## src/rtl/apb4_master.sv

```systemverilog
// apb4_master
// Bridges single-beat valid/ready requests onto an APB4 bus shared by NUM_SLV
// slaves. The top SEL_W address bits pick the slave. Each transfer returns one
// response pulse carrying read data, slave error and timeout status.
//
// Ports
//   i_clk, i_reset_n          clock, async active-low reset
//   i_req_valid/o_req_ready   request handshake (ready is combinational)
//   i_addr/i_write/i_wdata/i_wstrb/i_prot   request fields
//   o_rsp_valid               one-cycle response pulse
//   o_rdata/o_err/o_timeout   response fields, held until the next response
//   PADDR..PENABLE, PSEL      APB4 master outputs (PSEL is one-hot)
//   PRDATA/PREADY/PSLVERR     per-slave APB4 inputs, slave k in lane k
//
// state  | meaning
// IDLE   | no transfer; ready for a request
// SETUP  | PSEL high, PENABLE low; one cycle
// ACCESS | PENABLE high; waiting on selected PREADY or timeout
module apb4_master #(
    parameter int ADDR_W  = 32,
    parameter int DATA_W  = 32,
    parameter int NUM_SLV = 4,
    parameter int TIMEOUT = 16,
    localparam int STRB_W = DATA_W / 8,
    localparam int SEL_W  = $clog2(NUM_SLV)
) (
    input  logic                      i_clk,
    input  logic                      i_reset_n,
    input  logic                      i_req_valid,
    output logic                      o_req_ready,
    input  logic [ADDR_W-1:0]         i_addr,
    input  logic                      i_write,
    input  logic [DATA_W-1:0]         i_wdata,
    input  logic [STRB_W-1:0]         i_wstrb,
    input  logic [2:0]                i_prot,
    output logic                      o_rsp_valid,
    output logic [DATA_W-1:0]         o_rdata,
    output logic                      o_err,
    output logic                      o_timeout,
    output logic [ADDR_W-1:0]         PADDR,
    output logic                      PWRITE,
    output logic [DATA_W-1:0]         PWDATA,
    output logic [STRB_W-1:0]         PSTRB,
    output logic [2:0]                PPROT,
    output logic                      PENABLE,
    output logic [NUM_SLV-1:0]        PSEL,
    input  logic [NUM_SLV*DATA_W-1:0] PRDATA,
    input  logic [NUM_SLV-1:0]        PREADY,
    input  logic [NUM_SLV-1:0]        PSLVERR
);

    localparam int CNT_W = (TIMEOUT > 1) ? $clog2(TIMEOUT) : 1;

    typedef enum logic [1:0] {IDLE, SETUP, ACCESS} state_t;

    state_t              state_q, state_d;
    logic [SEL_W-1:0]    sel_q;
    logic [CNT_W-1:0]    cnt_q;
    logic [ADDR_W-1:0]   paddr_q;
    logic                pwrite_q;
    logic [DATA_W-1:0]   pwdata_q;
    logic [STRB_W-1:0]   pstrb_q;
    logic [2:0]          pprot_q;
    logic                penable_q;
    logic [NUM_SLV-1:0]  psel_q;
    logic                rsp_valid_q;
    logic [DATA_W-1:0]   rdata_q;
    logic                err_q;
    logic                timeout_q;

    logic                pready_sel;
    logic                pslverr_sel;
    logic [DATA_W-1:0]   prdata_sel;
    logic                tmo_fire;
    logic                done;
    logic                accept;
    logic [SEL_W-1:0]    req_idx;
    logic [NUM_SLV-1:0]  req_onehot;

    assign pready_sel  = PREADY[sel_q];
    assign pslverr_sel = PSLVERR[sel_q];
    assign prdata_sel  = PRDATA[sel_q*DATA_W +: DATA_W];

    assign req_idx    = i_addr[ADDR_W-1 -: SEL_W];
    assign req_onehot = {{(NUM_SLV-1){1'b0}}, 1'b1} << req_idx;

    // PREADY in the same cycle as the last allowed count beats the abort.
    assign tmo_fire = (TIMEOUT != 0) && (state_q == ACCESS) && !pready_sel
                      && (cnt_q == CNT_W'(TIMEOUT - 1));

    always_comb begin
        state_d = state_q;
        done    = 1'b0;
        case (state_q)
            IDLE:   if (i_req_valid) state_d = SETUP;
            SETUP:  state_d = ACCESS;
            ACCESS: begin
                if (pready_sel || tmo_fire) begin
                    done    = 1'b1;
                    state_d = i_req_valid ? SETUP : IDLE;
                end
            end
            default: state_d = IDLE;
        endcase
    end

    assign o_req_ready = i_reset_n && ((state_q == IDLE) || done);
    assign accept      = i_req_valid && o_req_ready;

    always_ff @(posedge i_clk or negedge i_reset_n) begin
        if (!i_reset_n) begin
            state_q     <= IDLE;
            sel_q       <= '0;
            cnt_q       <= '0;
            paddr_q     <= '0;
            pwrite_q    <= 1'b0;
            pwdata_q    <= '0;
            pstrb_q     <= '0;
            pprot_q     <= '0;
            penable_q   <= 1'b0;
            psel_q      <= '0;
            rsp_valid_q <= 1'b0;
            rdata_q     <= '0;
            err_q       <= 1'b0;
            timeout_q   <= 1'b0;
        end else begin
            state_q   <= state_d;
            penable_q <= (state_d == ACCESS);

            if (accept) begin
                paddr_q  <= i_addr;
                pwrite_q <= i_write;
                pprot_q  <= i_prot;
                psel_q   <= req_onehot;
                sel_q    <= req_idx;
                pwdata_q <= i_write ? i_wdata : '0;
                pstrb_q  <= i_write ? i_wstrb : '0;
            end else if (done) begin
                psel_q <= '0;
            end

            // Every ACCESS is entered from SETUP, so clearing there suffices.
            if (state_q == SETUP) begin
                cnt_q <= '0;
            end else if (state_q == ACCESS && !pready_sel) begin
                cnt_q <= cnt_q + 1'b1;
            end

            rsp_valid_q <= done;
            if (done) begin
                rdata_q   <= (tmo_fire || pwrite_q) ? '0 : prdata_sel;
                err_q     <= tmo_fire ? 1'b1 : pslverr_sel;
                timeout_q <= tmo_fire;
            end
        end
    end

    assign PADDR       = paddr_q;
    assign PWRITE      = pwrite_q;
    assign PWDATA      = pwdata_q;
    assign PSTRB       = pstrb_q;
    assign PPROT       = pprot_q;
    assign PENABLE     = penable_q;
    assign PSEL        = psel_q;
    assign o_rsp_valid = rsp_valid_q;
    assign o_rdata     = rdata_q;
    assign o_err       = err_q;
    assign o_timeout   = timeout_q;

endmodule

```

## config.mk

```make
export PLATFORM = sky130hd
export DESIGN_NAME = apb4_master
export DESIGN_NICKNAME = d
export VERILOG_FILES = /design/src/rtl/apb4_master.sv
export SDC_FILE = /design/constraint.sdc
export NUM_CORES = 1
export LEC_CHECK = 0
export ABC_AREA = 1
export CORE_MARGIN = 2
export CORE_UTILIZATION = 36
export DETAILED_ROUTE_END_ITERATION = 6
export PLACE_DENSITY = 0.86
export SETUP_SLACK_MARGIN = 0.5
export SLEW_MARGIN = 20
export SYNTH_ARGS = -nofsm -noshare
export SYNTH_HDL_FRONTEND = slang
export SYNTH_SLANG_ARGS = --single-unit
```

## constraint.sdc

```tcl
create_clock -name i_clk -period 1.4 [get_ports i_clk]
set_input_delay 0.28 -clock i_clk [delete_from_list [all_inputs] [get_ports i_clk]]
set_output_delay 0.28 -clock i_clk [all_outputs]
set_load 0.005 [all_outputs]
```

Word level (Yosys, flattened, before mapping)

Index checks and enable logic that the tools add are counted.

Flip-flop bits (word level): 120
Output and inout bits: 113
Bits of input ports: 211
Word-level logic and storage cells: 51

Muxes and demuxes: 18
Reduce and logical (&&, ||, !) cells: 11
$add $sub $neg: 1
Shift operators: 2
Equal/unequal tests: 4
Magnitude comparators: 1

Operator list:

| operator                                                              | number |
|---|---|
| 128-bit by 8-bit indexed part select with 32-bit output               | 1 |
| 32-bit 2-to-1 mux                                                     | 2 |
| 4-bit 2-to-1 mux                                                      | 5 |
| 1-bit 2-to-1 mux                                                      | 6 |
| 2-bit case mux with 3 select lines                                    | 1 |
| 4-bit by 1-bit adder with 4-bit output, second input constant         | 1 |
| 1-bit binary-select mux with 2-bit select                             | 2 |
| 2-bit equality test, second input constant                            | 2 |
| 4-bit equality test, second input constant                            | 1 |
| 1-bit logical AND                                                     | 4 |
| 2-bit 2-to-1 mux                                                      | 2 |
| 2-bit nonzero test                                                    | 2 |
| 1-bit by 2-bit << shifter with 4-bit output, first input constant     | 1 |
| 1-bit logical OR                                                      | 3 |
| 2-bit by 3-bit < comparator with 1-bit output, second input constant  | 1 |
| 2-bit by 1-bit equality test with 1-bit output, second input constant | 1 |
| 2-bit zero test                                                       | 1 |
| 1-bit zero test                                                       | 1 |

Depth between registers and ports, before layout

Gate-level depths: netlist (run 1).

Depth after elaboration: 12
Mapped depth: 11

Worst setup path before layout (run 1)

Ideal clock, no wire load.

Path type: register to output
Start point: register sel_q[0]
End point: output port o_req_ready
Data arrival time: 1.249 ns
Setup slack: -0.129 ns
Cell stages (with the launch flop): 11
Cells stage by stage: dfrtp_1 inv_2 nand2_1 nand3_1 nand2_2 nand2_2 nand2_1 nand2_2 buf_6 inv_1 nor2_1

Word-level cells in the longest chain between the ends: 10

Ends and longest elaborated chain:

| what                                          | line | source |
|---|---|---|
| from (decl)                                   | 57   | `logic [SEL_W-1:0] sel_q;` |
| from (signal assigned)                        | 135  | `sel_q <= req_idx;` |
| 1-bit binary-select mux with 2-bit select (*) | 80   | `assign pready_sel = PREADY[sel_q];` |
| 1-bit 2-to-1 mux (not written as such) (*)    | 80   |  |
| 1-bit zero test                               | 88   | `assign tmo_fire = (TIMEOUT != 0) && (state_q == ACCESS) && !pready_sel` |
| 1-bit logical AND                             | 88   |  |
| 1-bit logical AND                             | 89   | `&& (cnt_q == CNT_W'(TIMEOUT - 1));` |
| 1-bit logical OR (*)                          | 98   | `if (pready_sel \|\| tmo_fire) begin` |
| 1-bit 2-to-1 mux (*)                          | 98   |  |
| 1-bit 2-to-1 mux (*)                          | 94   | `case (state_q)` |
| 1-bit logical OR (*)                          | 107  | `assign o_req_ready = i_reset_n && ((state_q == IDLE) \|\| done);` |
| 1-bit logical AND (*)                         | 107  |  |
| to (decl)                                     | 30   | `output logic o_req_ready,` |

Mark *: on every way between the ends. The rest lies on a longest branch, timed or not. The select of a mux whose other input is x is not followed.

Worst setup path after layout (run 1)

Start point: register sel_q[0]
End point: register pwdata_q[6] (netlist: PWDATA[6])

Word-level cells in the longest chain between the ends: 11

Ends and longest elaborated chain:

| what                                          | line | source |
|---|---|---|
| 1-bit binary-select mux with 2-bit select (*) | 80   |  |
| 1-bit 2-to-1 mux (not written as such) (*)    | 80   |  |
| 1-bit zero test                               | 88   |  |
| 1-bit logical AND                             | 88   |  |
| 1-bit logical AND                             | 89   |  |
| 1-bit logical OR (*)                          | 98   |  |
| 1-bit 2-to-1 mux (*)                          | 98   |  |
| 1-bit 2-to-1 mux (*)                          | 94   |  |
| 1-bit logical OR (*)                          | 107  |  |
| 1-bit logical AND (*)                         | 107  |  |
| 1-bit logical AND (*)                         | 108  | `assign accept = i_req_valid && o_req_ready;` |
| to (signal assigned)                          | 136  | `pwdata_q <= i_write ? i_wdata : '0;` |
| to (decl)                                     | 61   | `logic [DATA_W-1:0] pwdata_q;` |

Marked as above.
A chain may end at the register's enable or synchronous reset.

==> metrics, run 1 <==
status=finished with violations; failing checks=negative hold slack, negative setup slack; hpwl dp=15.4 mm; critical path arrival=2.22 ns; P_leak=6.12 nW; NetSw=10.1 mW; DR vias/cell=around 5.4; skew final=0.0166 ns; cell area after layout=12100 µm²; Synth Instances=805; CTS Buffer Depth=2; CTS Root Cell=clkbuf_16; CTS clock-pin slew for the worst setup and hold paths=0.06 ns; crit-path max cell delay=0.44 ns; die height=134 µm; Buf/Inv on CP=6; CTS Hold Buffers Added=2; Clock Power Share=0.171; global placer's final weighted congestion=just under 0.8; Least-Margin Pin Slew=0.476 ns; ratio of cells with drive above 1 in the final layout=0.391; crit path kind=reg -> reg; Worst slew margin=0.682; pin count of the biggest net entering global routing=67; All-Layer GR Usage=0.300; router iterations before antenna repair=5; Synth cell types=23; Flop pwr share=0.237; Ys Warns=0; cell family with most CP delay=buffers and inverters; Final period util=1.37; Die ar.=around 18000 µm²; WHS=-0.0688 ns; Final Non-Filler Cells=1467; type of the most critical hold path=in -> async; Cells after DPL=1314; vias in the first global route=7544; CP Max Fanout=8; CTS Buf Count=17; #FFs+latches synth=118; H-tree level count=4; GRT overflow=0; row count=47; Remaining DRCs=0; DP Area=9640 µm²; crit path launch type=flop; io pins=324; RSZ-0062 raised after global routing=yes; worst reg-to-reg path cell count=13; antenna violations before repair=2; Post-Syn Area=6060 µm²; Synth Area per Inst=around 7.5 µm²; post-route ant nets=0; Slew Viols, Final=0; Hold Fails Final Rpt=29; Post-Route WL=29.8 mm; Crit. End Element=flop; 1st-iter DRT viols=between 500 and 600; Die X=134 µm; maximum VDD drop=between 1 and 1.5 mV; Setup Viol. Count Final=about 120; switching portion of total power=0.401; minimum clock period=1.92 ns; core area=16500 µm²; fin worst setup slack=-0.515 ns; clock latency on the worst-skew pair=0.42 ns; Num Clock Sinks=118; sequential share of the synthesized area=0.487; syn nets=1017; Logic pwr share=0.592; Int Pwr=15.0 mW; pwr/cell area=2070 nW/µm²; crit path cell chain=inv_2 > nand2_2 > nand3_2 > nand2_2 > buf_4 > buf_6 > nand3_4 > nand4_4 > buf_12 > buf_12 > buf_16 > nand2_1 > nand2_1; CTS tree=built; WP data required=around 1.7 ns; Initial Util=0.367; first-pass GRT wire length=41.4 mm; via count=7940; pre-CTS setup slack=-0.650 ns; MaxCap Viol Count=0; Stages on worst setup path=13; post-layout net count=1444; Area growth, synth to finish=99.5%; drt wl/cell=20.3 µm; Slowest cell on crit path=dfrtp_2; # port buffers=323; FILL cells=1116; max frequency=roughly 0.52 GHz
[logic make-up after synthesis]
| kind of cell | count (synthesis) | share of synthesized area |
|---|---|---|
| and+or+nand+nor | 457 | 0.326 |
| buffers and inverters | 118 | 0.0824 |
| xor gates and xnor gates | 2 | 0.00289 |
| adders and majority gates | 1 | 0.00206 |
| DFF | 118 | 0.487 |
| AOI/OAI and AO/OA | 109 | 0.0999 |
[through the flow]
stage / TNS [ns] / total power, mW / utilization
final: -45.21 / 25.1 / 0.732
after global routing: -52.62 / 26.2 / 0.732
after CTS: -29.89 / 22.3 / 0.671
after detailed placement: -49.11 / 15.3 / 0.583
after global placement: -46.57 / 15.1 / 0.583
after floorplan: -0.372 / 10.2 / -
[final timing paths]
kind / from / endpoint / slack, ns
max: sel_q[0]$_DFFE_PN0P_ / PWDATA[6]$_DFFE_PN0P_ / -0.52
min: i_reset_n / PADDR[18]$_DFFE_PN0P_ / -0.07
max reg2reg: sel_q[0]$_DFFE_PN0P_ / PWDATA[6]$_DFFE_PN0P_ / -0.52
min reg2reg: PADDR[7]$_DFFE_PN0P_ / PADDR[7]$_DFFE_PN0P_ / 0.49
max in group asynchronous: i_reset_n / sel_q[1]$_DFFE_PN0P_ / 0.63
min in group i_clk: i_req_valid / PADDR[11]$_DFFE_PN0P_ / 0.22
[flip-flops by register name, indices dropped and copies added (netlist names)]
name,flops
o_err,1
state_q,2
PWDATA,32
PADDR,30
PENABLE,1
o_timeout,1
sel_q,2
o_rdata,32
cnt_q,4
PPROT,3
PSTRB,4
PWRITE,1
o_rsp_valid,1
PSEL,4
[cell usage after synthesis, drive strengths merged]
| library cell | instances | area share |
|---|---|---|
| nand2 | 266 | 0.17 |
| dfrtp | 118 | 0.49 |
| nand4 | 77 | 0.080 |
| nor2 | 74 | 0.046 |
| o21ai | 68 | 0.056 |
| inv | 51 | 0.032 |
| nand3 | 40 | 0.033 |
| buf | 35 | 0.031 |
| clkbuf | 32 | 0.020 |
| o22ai | 32 | 0.033 |
| a21oi | 4 | 0.0033 |
| o311ai | 4 | 0.0058 |
| a32o | 1 | 0.0017 |
| ha | 1 | 0.0021 |
| xnor2 | 1 | 0.0014 |
| xor2 | 1 | 0.0014 |
[cell type report]
class                           instances  area [µm²]  share of cell area
Antenna cell                            2        5.00            0.000414
Clock buffer                           20         457              0.0378
Timing Repair Buffer                  475        4740               0.392
Tap cell                              220         275              0.0228
Inverter                               51         196              0.0162
Multi-Input combinational cell        569        3340               0.276
Clock inverter                         12         119             0.00983
Sequential cell                       118        2960               0.244
[routing by layer]
metal | up-vias | GRT usage | wire length (µm)
li1 | 3543 | - | -
met1 | 3797 | 0.329 | 10400
met2 | 485 | 0.514 | 14800
met3 | 115 | 0.0871 | 2800
met4 | 0 | 0.181 | 1740
met5 | - | 0 | 0
[cell usage in the layout, fill, tap and decap left out, types with 4 or more instances in the layout]
cell             count
buf_12              21
buf_16              23
buf_2              107
buf_4               90
buf_6               16
clkbuf_16           20
clkdlybuf4s50_1    208
dfrtp_1            116
inv_1               46
inv_2                4
inv_6                5
nand2_1            135
nand2_2            100
nand2_4             30
nand3_1             35
nand4_1             76
nor2_1              48
nor2_2              16
nor2_4              10
o21ai_0             45
o21ai_1              9
o21ai_2             14
o22ai_1             28
o22ai_2              4
o311ai_0             4
[power groups by stage]
stage	clock (mW)	combinational [mW]	sequential, mW
CTS	4.32	12.2	5.73
detailed placement	0	9.56	5.76
floorplan	0	4.36	5.82
finish	4.29	14.9	5.94
global route	4.47	15.7	6.06
global placement	0	9.37	5.72
[timing repair]
action | in CTS | in global routing
hold endpoints to repair | 36 | 27
gates resized for setup | 590 | 178
setup buffers | 37 | 52
gates cloned | 25 | 3
pin swaps | 25 | 24
setup endpoints to repair | 231 | 240
Power figures use the tool's default switching activity.
==> run 2, diff against run 1 <==
- CORE_UTILIZATION: 36 -> 40
- PLACE_DENSITY: 0.86 -> 0.9
- clock period: 1.4 -> 2.1 ns (I/O delays scaled with it)
==> metrics, run 2 (synthesis results as in run 1) <==
first-pass GRT wire length=36.9 mm; ratio of cells with drive above 1 in the final layout=0.129; vias in the first global route=6900; router iterations before antenna repair=5; minimum clock period=2.06 ns; die height=127 µm; Slew Viols, Final=0; CTS Root Cell=clkbuf_16; Num Clock Sinks=~120; Slowest cell on crit path=dfrtp_2; Int Pwr=approximately 9.1 mW; 1st-iter DRT viols=679; max frequency=0.484 GHz; crit path launch type=flop; Hold Fails Final Rpt=0; row count=44; fin worst setup slack=approximately 0.036 ns; switching portion of total power=0.391; Flop pwr share=0.256; H-tree level count=4; Post-Route WL=roughly 27 mm; Worst slew margin=0.549; Area growth, synth to finish=79.5%; Cells after DPL=1262; Least-Margin Pin Slew=around 0.68 ns; Final period util=0.983; WP data required=~1.7 ns; crit path kind=reg -> out; post-layout net count=1353; antenna violations before repair=4; clock latency on the worst-skew pair=0.42 ns; CTS Hold Buffers Added=0; Die X=127 µm; Crit. End Element=output port; Initial Util=0.414; Final TNS setup=0 ns; CTS tree=built; Most Frequent Cell on Critical Path=nand2_2; pin count of the biggest net entering global routing=73; CTS Buf Count=17; crit-path max cell delay=0.45 ns; P_leak=between 5 and 6 nW; GRT overflow=0; Clock Power Share=0.203; maximum VDD drop=0.684 mV; CTS Buffer Depth=2; Logic pwr share=0.542; core area=14600 µm²; pwr/cell area=1380 nW/µm²; reg2reg start=sel_q[0]$_DFFE_PN0P_; global placer's final weighted congestion=roughly 0.9; Crit. Startpoint=sel_q[0]$_DFFE_PN0P_; Remaining DRCs=0; io pins=324; RSZ-0062 raised after global routing=yes; critical path arrival=1.64 ns; pre-CTS setup slack=-0.271 ns; MaxCap Viol Count=0; DR vias/cell=5.60; Final Non-Filler Cells=1342; status=completed; post-route ant nets=0; CP Max Fanout=5; Die ar.=16200 µm²; crit path cell chain=inv_2 > nand2_2 > nand3_2 > nand2_2 > nand2_2 > nand2_2 > nand2_2 > inv_2 > nor2_2 > buf_2; Setup Viol. Count Final=0; Final Power=15.0 mW; hpwl dp=15.3 mm; skew final=about 0.0095 ns; NetSw=a little under 6 mW; most used cells in the layout excluding fill and tap cells=257 x nand2_1, 208 x clkdlybuf4s50_1, 116 x dfrtp_1; drt wl/cell=20.3 µm; type of the most critical hold path=in -> async; via count=7519; All-Layer GR Usage=0.294; # port buffers=323; CTS clock-pin slew for the worst setup and hold paths=about 0.060 ns; commonest non-fill, non-tap cell in the layout=nand2_1
==> run 2: cell count changes in the layout (fill, tap and decap cells not counted), moves of 17 or more <==
cell and change:
buf_2 -105, dlygate4sd2_1 +110, buf_16 -18, buf_4 -65
nor2_1 +17, nand2_4 -30, nand2_2 -91, nand2_1 +122
==> run 2: area by class of cell <==
class | instances | area [µm²]
clock inverter | 11 | 150
sequential | 118 | 2960
timing repair buffer | 384 | 4040
tap | 184 | 230
inverter | 51 | 191
fill | 1018 | 3760
antenna | 4 | 10.0
clock buffer | 21 | 460
multi-input combinational | 569 | 2850
==> run 2: path summary, 6_finish.rpt <==
kind | end | cells past startpoint | slack (ns)
worst max-delay path | o_req_ready | 10 | 0.04
worst min-delay path | PWDATA[22]$_DFFE_PN0P_ | 2 | 0.10
min in group i_clk | PSEL[2]$_DFFE_PN0P_ | 3 | 0.39
worst min register to register | PADDR[16]$_DFFE_PN0P_ | 2 | 0.47
max in group asynchronous | sel_q[1]$_DFFE_PN0P_ | 3 | 1.05
worst max register to register | PPROT[0]$_DFFE_PN0P_ | 12 | 0.26
==> run 2: worst max-delay path, delay by kind of cell (launching register included) <==
kind / cells / cell delay [ns]
simple gates: 7 / 0.49
flops: 1 / 0.45
buf+inv: 3 / 0.27
==> run 2: power groups by stage <==
stage	logic [mW]	registers, mW	clock network, mW
5_1_grt	8.60	3.93	3.17
6_report	8.12	3.83	3.03
3_5_place_dp	6.17	3.83	0
4_1_cts	6.58	3.79	3.04
2_1_floorplan	2.85	3.88	0
3_3_place_gp	6.07	3.81	0
==> run 2: metal layers <==
layer	share of wire	routed length, µm	vias to the layer above	global-route usage
li1	-	-	3351	-
met1	0.35	9470	3557	0.333
met2	0.49	13300	503	0.491
met3	0.11	3060	108	0.0959
met4	0.052	1410	0	0.165
met5	0	0	-	0
==> run 2: per-stage QoR <==
step | util | hold slack (ns) | cell area [µm²]
2_1_floorplan | - | 0.124 | 6070
3_3_place_gp | 0.643 | 0.462 | 9420
3_5_place_dp | 0.643 | 0.464 | 9420
4_1_cts | 0.703 | 0.116 | 10300
5_1_grt | 0.743 | 0.147 | 10900
6_report | 0.743 | 0.101 | 10900
==> run 2: repair_timing <==
| action | CTS | global route |
|---|---|---|
| setup endpoints to repair | 203 | 108 |
| pin swaps | 5 | 21 |
| resized for setup | 142 | 84 |
| setup buffers | 21 | 5 |
| gates cloned | 5 | 13 |
==> run 3, diff against run 2 <==
==> constraint.sdc (replaced) <==
create_clock -name i_clk -period 2.1 [get_ports i_clk]
set_input_delay 0.42 -clock i_clk [delete_from_list [all_inputs] [get_ports i_clk]]
set_output_delay 0.42 -clock i_clk [all_outputs]
set_load 0.1 [all_outputs]
==> metrics, run 3 (synthesis results as in run 1) <==
router iterations before antenna repair=5; io pins=around 320; post-layout net count=approximately 1300; MaxCap Viol Count=0; Hold Fails Final Rpt=0; die height=127 µm; All-Layer GR Usage=0.277; Initial Util=0.414; hpwl dp=15.5 mm; fin worst setup slack=-0.0775 ns; Least-Margin Pin Slew=0.627 ns; Final Non-Filler Cells=1326; DR vias/cell=5.48; Slew Viols, Final=0; crit-path max cell delay=0.51 ns; crit path cell chain=inv_4 > nand2_2 > nand3_2 > nand2_2 > nand2_2 > nand2_2 > nand2_4 > inv_4 > nor2_4 > buf_12; CTS clock-pin slew for the worst setup and hold paths=0.05 ns; first-pass GRT wire length=approximately 35 mm; Die X=127 µm; global placer's final weighted congestion=a little under 0.9; core area=14600 µm²; Crit. End Element=output port; clock latency on the worst-skew pair=0.41 ns; ratio of cells with drive above 1 in the final layout=0.216; commonest non-fill, non-tap cell in the layout=nand2_1; failing checks=negative setup slack; FILL cells=1074; pre-CTS setup slack=0.00125 ns; status=finished with violations; CP Max Fanout=4; via count=7262; CTS Root Cell=clkbuf_16; Slowest cell on crit path=dfrtp_4; Die ar.=about 16000 µm²; row count=44; GRT overflow=0; RSZ-0062 raised after global routing=yes; crit path launch type=flop; CTS tree=built; Most Frequent Cell on Critical Path=nand2_2; FF+latch area=roughly 3000 µm²; n_diodes=0; most used cells in the layout excluding fill and tap cells=256 x nand2_1, 208 x clkdlybuf4s50_1, 130 x buf_4; skew final=0.00755 ns; Remaining DRCs=0; CTS Buf Count=17; critical path arrival=roughly 1.8 ns; antenna violations before repair=0; Setup Viol. Count Final=1; multi-input logic area=2880 µm²; 1st-iter DRT viols=approximately 540; minimum clock period=between 2 and 2.5 ns; H-tree level count=4; crit path kind=reg -> out; Final period util=1.04; # port buffers=between 300 and 400; CTS Buffer Depth=2; WP data required=roughly 1.7 ns; Worst slew margin=0.582; Cells after DPL=1266; type of the most critical hold path=in -> async; Post-Route WL=around 25 mm; drt wl/cell=approximately 19 µm; max frequency=~0.46 GHz; Area growth, synth to finish=74.2%; Num Clock Sinks=approximately 120; vias in the first global route=6856; post-route ant nets=0; pin count of the biggest net entering global routing=101
-- run 3: metal layers --
layer  vias to the layer above  GRT usage  share of wire
li1                       3317          -              -
met1                      3428      0.322           0.36
met2                       429      0.469           0.49
met3                        88     0.0879          0.099
met4                         0      0.127          0.049
met5                         -          0              0
-- run 3: what timing repair did --
item,in CTS,in global routing
hold endpoints to repair,9,0
pin swaps,3,32
hold buffers,1,0
setup endpoints to repair,110,116
gates resized for setup,21,58
cloned,3,6
setup buffers,9,9
-- run 3: path summary, 6_finish.rpt --
check	startpoint	end	cells after the start	slack, ns
min reg2reg	o_rdata[14]$_DFFE_PN0P_	o_rdata[14]$_DFFE_PN0P_	2	0.47
max	sel_q[0]$_DFFE_PN0P_	o_req_ready	10	-0.08
max in group asynchronous	i_reset_n	PSEL[3]$_DFFE_PN0P_	2	1.20
min in group i_clk	i_reset_n	PADDR[7]$_DFFE_PN0P_	3	0.33
min	i_reset_n	PWDATA[17]$_DFFE_PN0P_	2	0.12
max reg2reg	sel_q[0]$_DFFE_PN0P_	PWDATA[13]$_DFFE_PN0P_	13	0.08
-- run 3: cell type report --
| type | instances | share of cell area |
|---|---|---|
| Multi-Input combinational cell | 569 | 0.272 |
| Sequential cell | 118 | 0.280 |
| Tap cell | 184 | 0.0218 |
| Inverter | 51 | 0.0186 |
| Timing Repair Buffer | 372 | 0.351 |
| Clock buffer | 22 | 0.0430 |
| Clock inverter | 10 | 0.0123 |
-- run 3: per-stage QoR --
step	hold slack, ns	setup TNS [ns]	util	area, µm²
floorplan	0.124	-0.151	-	6090
global placement	0.269	0	0.631	9230
detailed placement	0.271	0	0.631	9230
CTS	0.135	-0.0234	0.687	10100
global route	0.143	-0.653	0.721	10600
finish	0.124	-0.0775	0.721	10600
-- run 3: worst max-delay path, delay by kind of cell (launching register included) --
family	cells	cell delay (ns)
buf+inv	3	0.30
flops	1	0.51
simple gates	7	0.55
Power of run 3 is left out: the tool's default activity adds up to more than one toggle a clock period on the data nets, which glitch-free logic cannot reach.
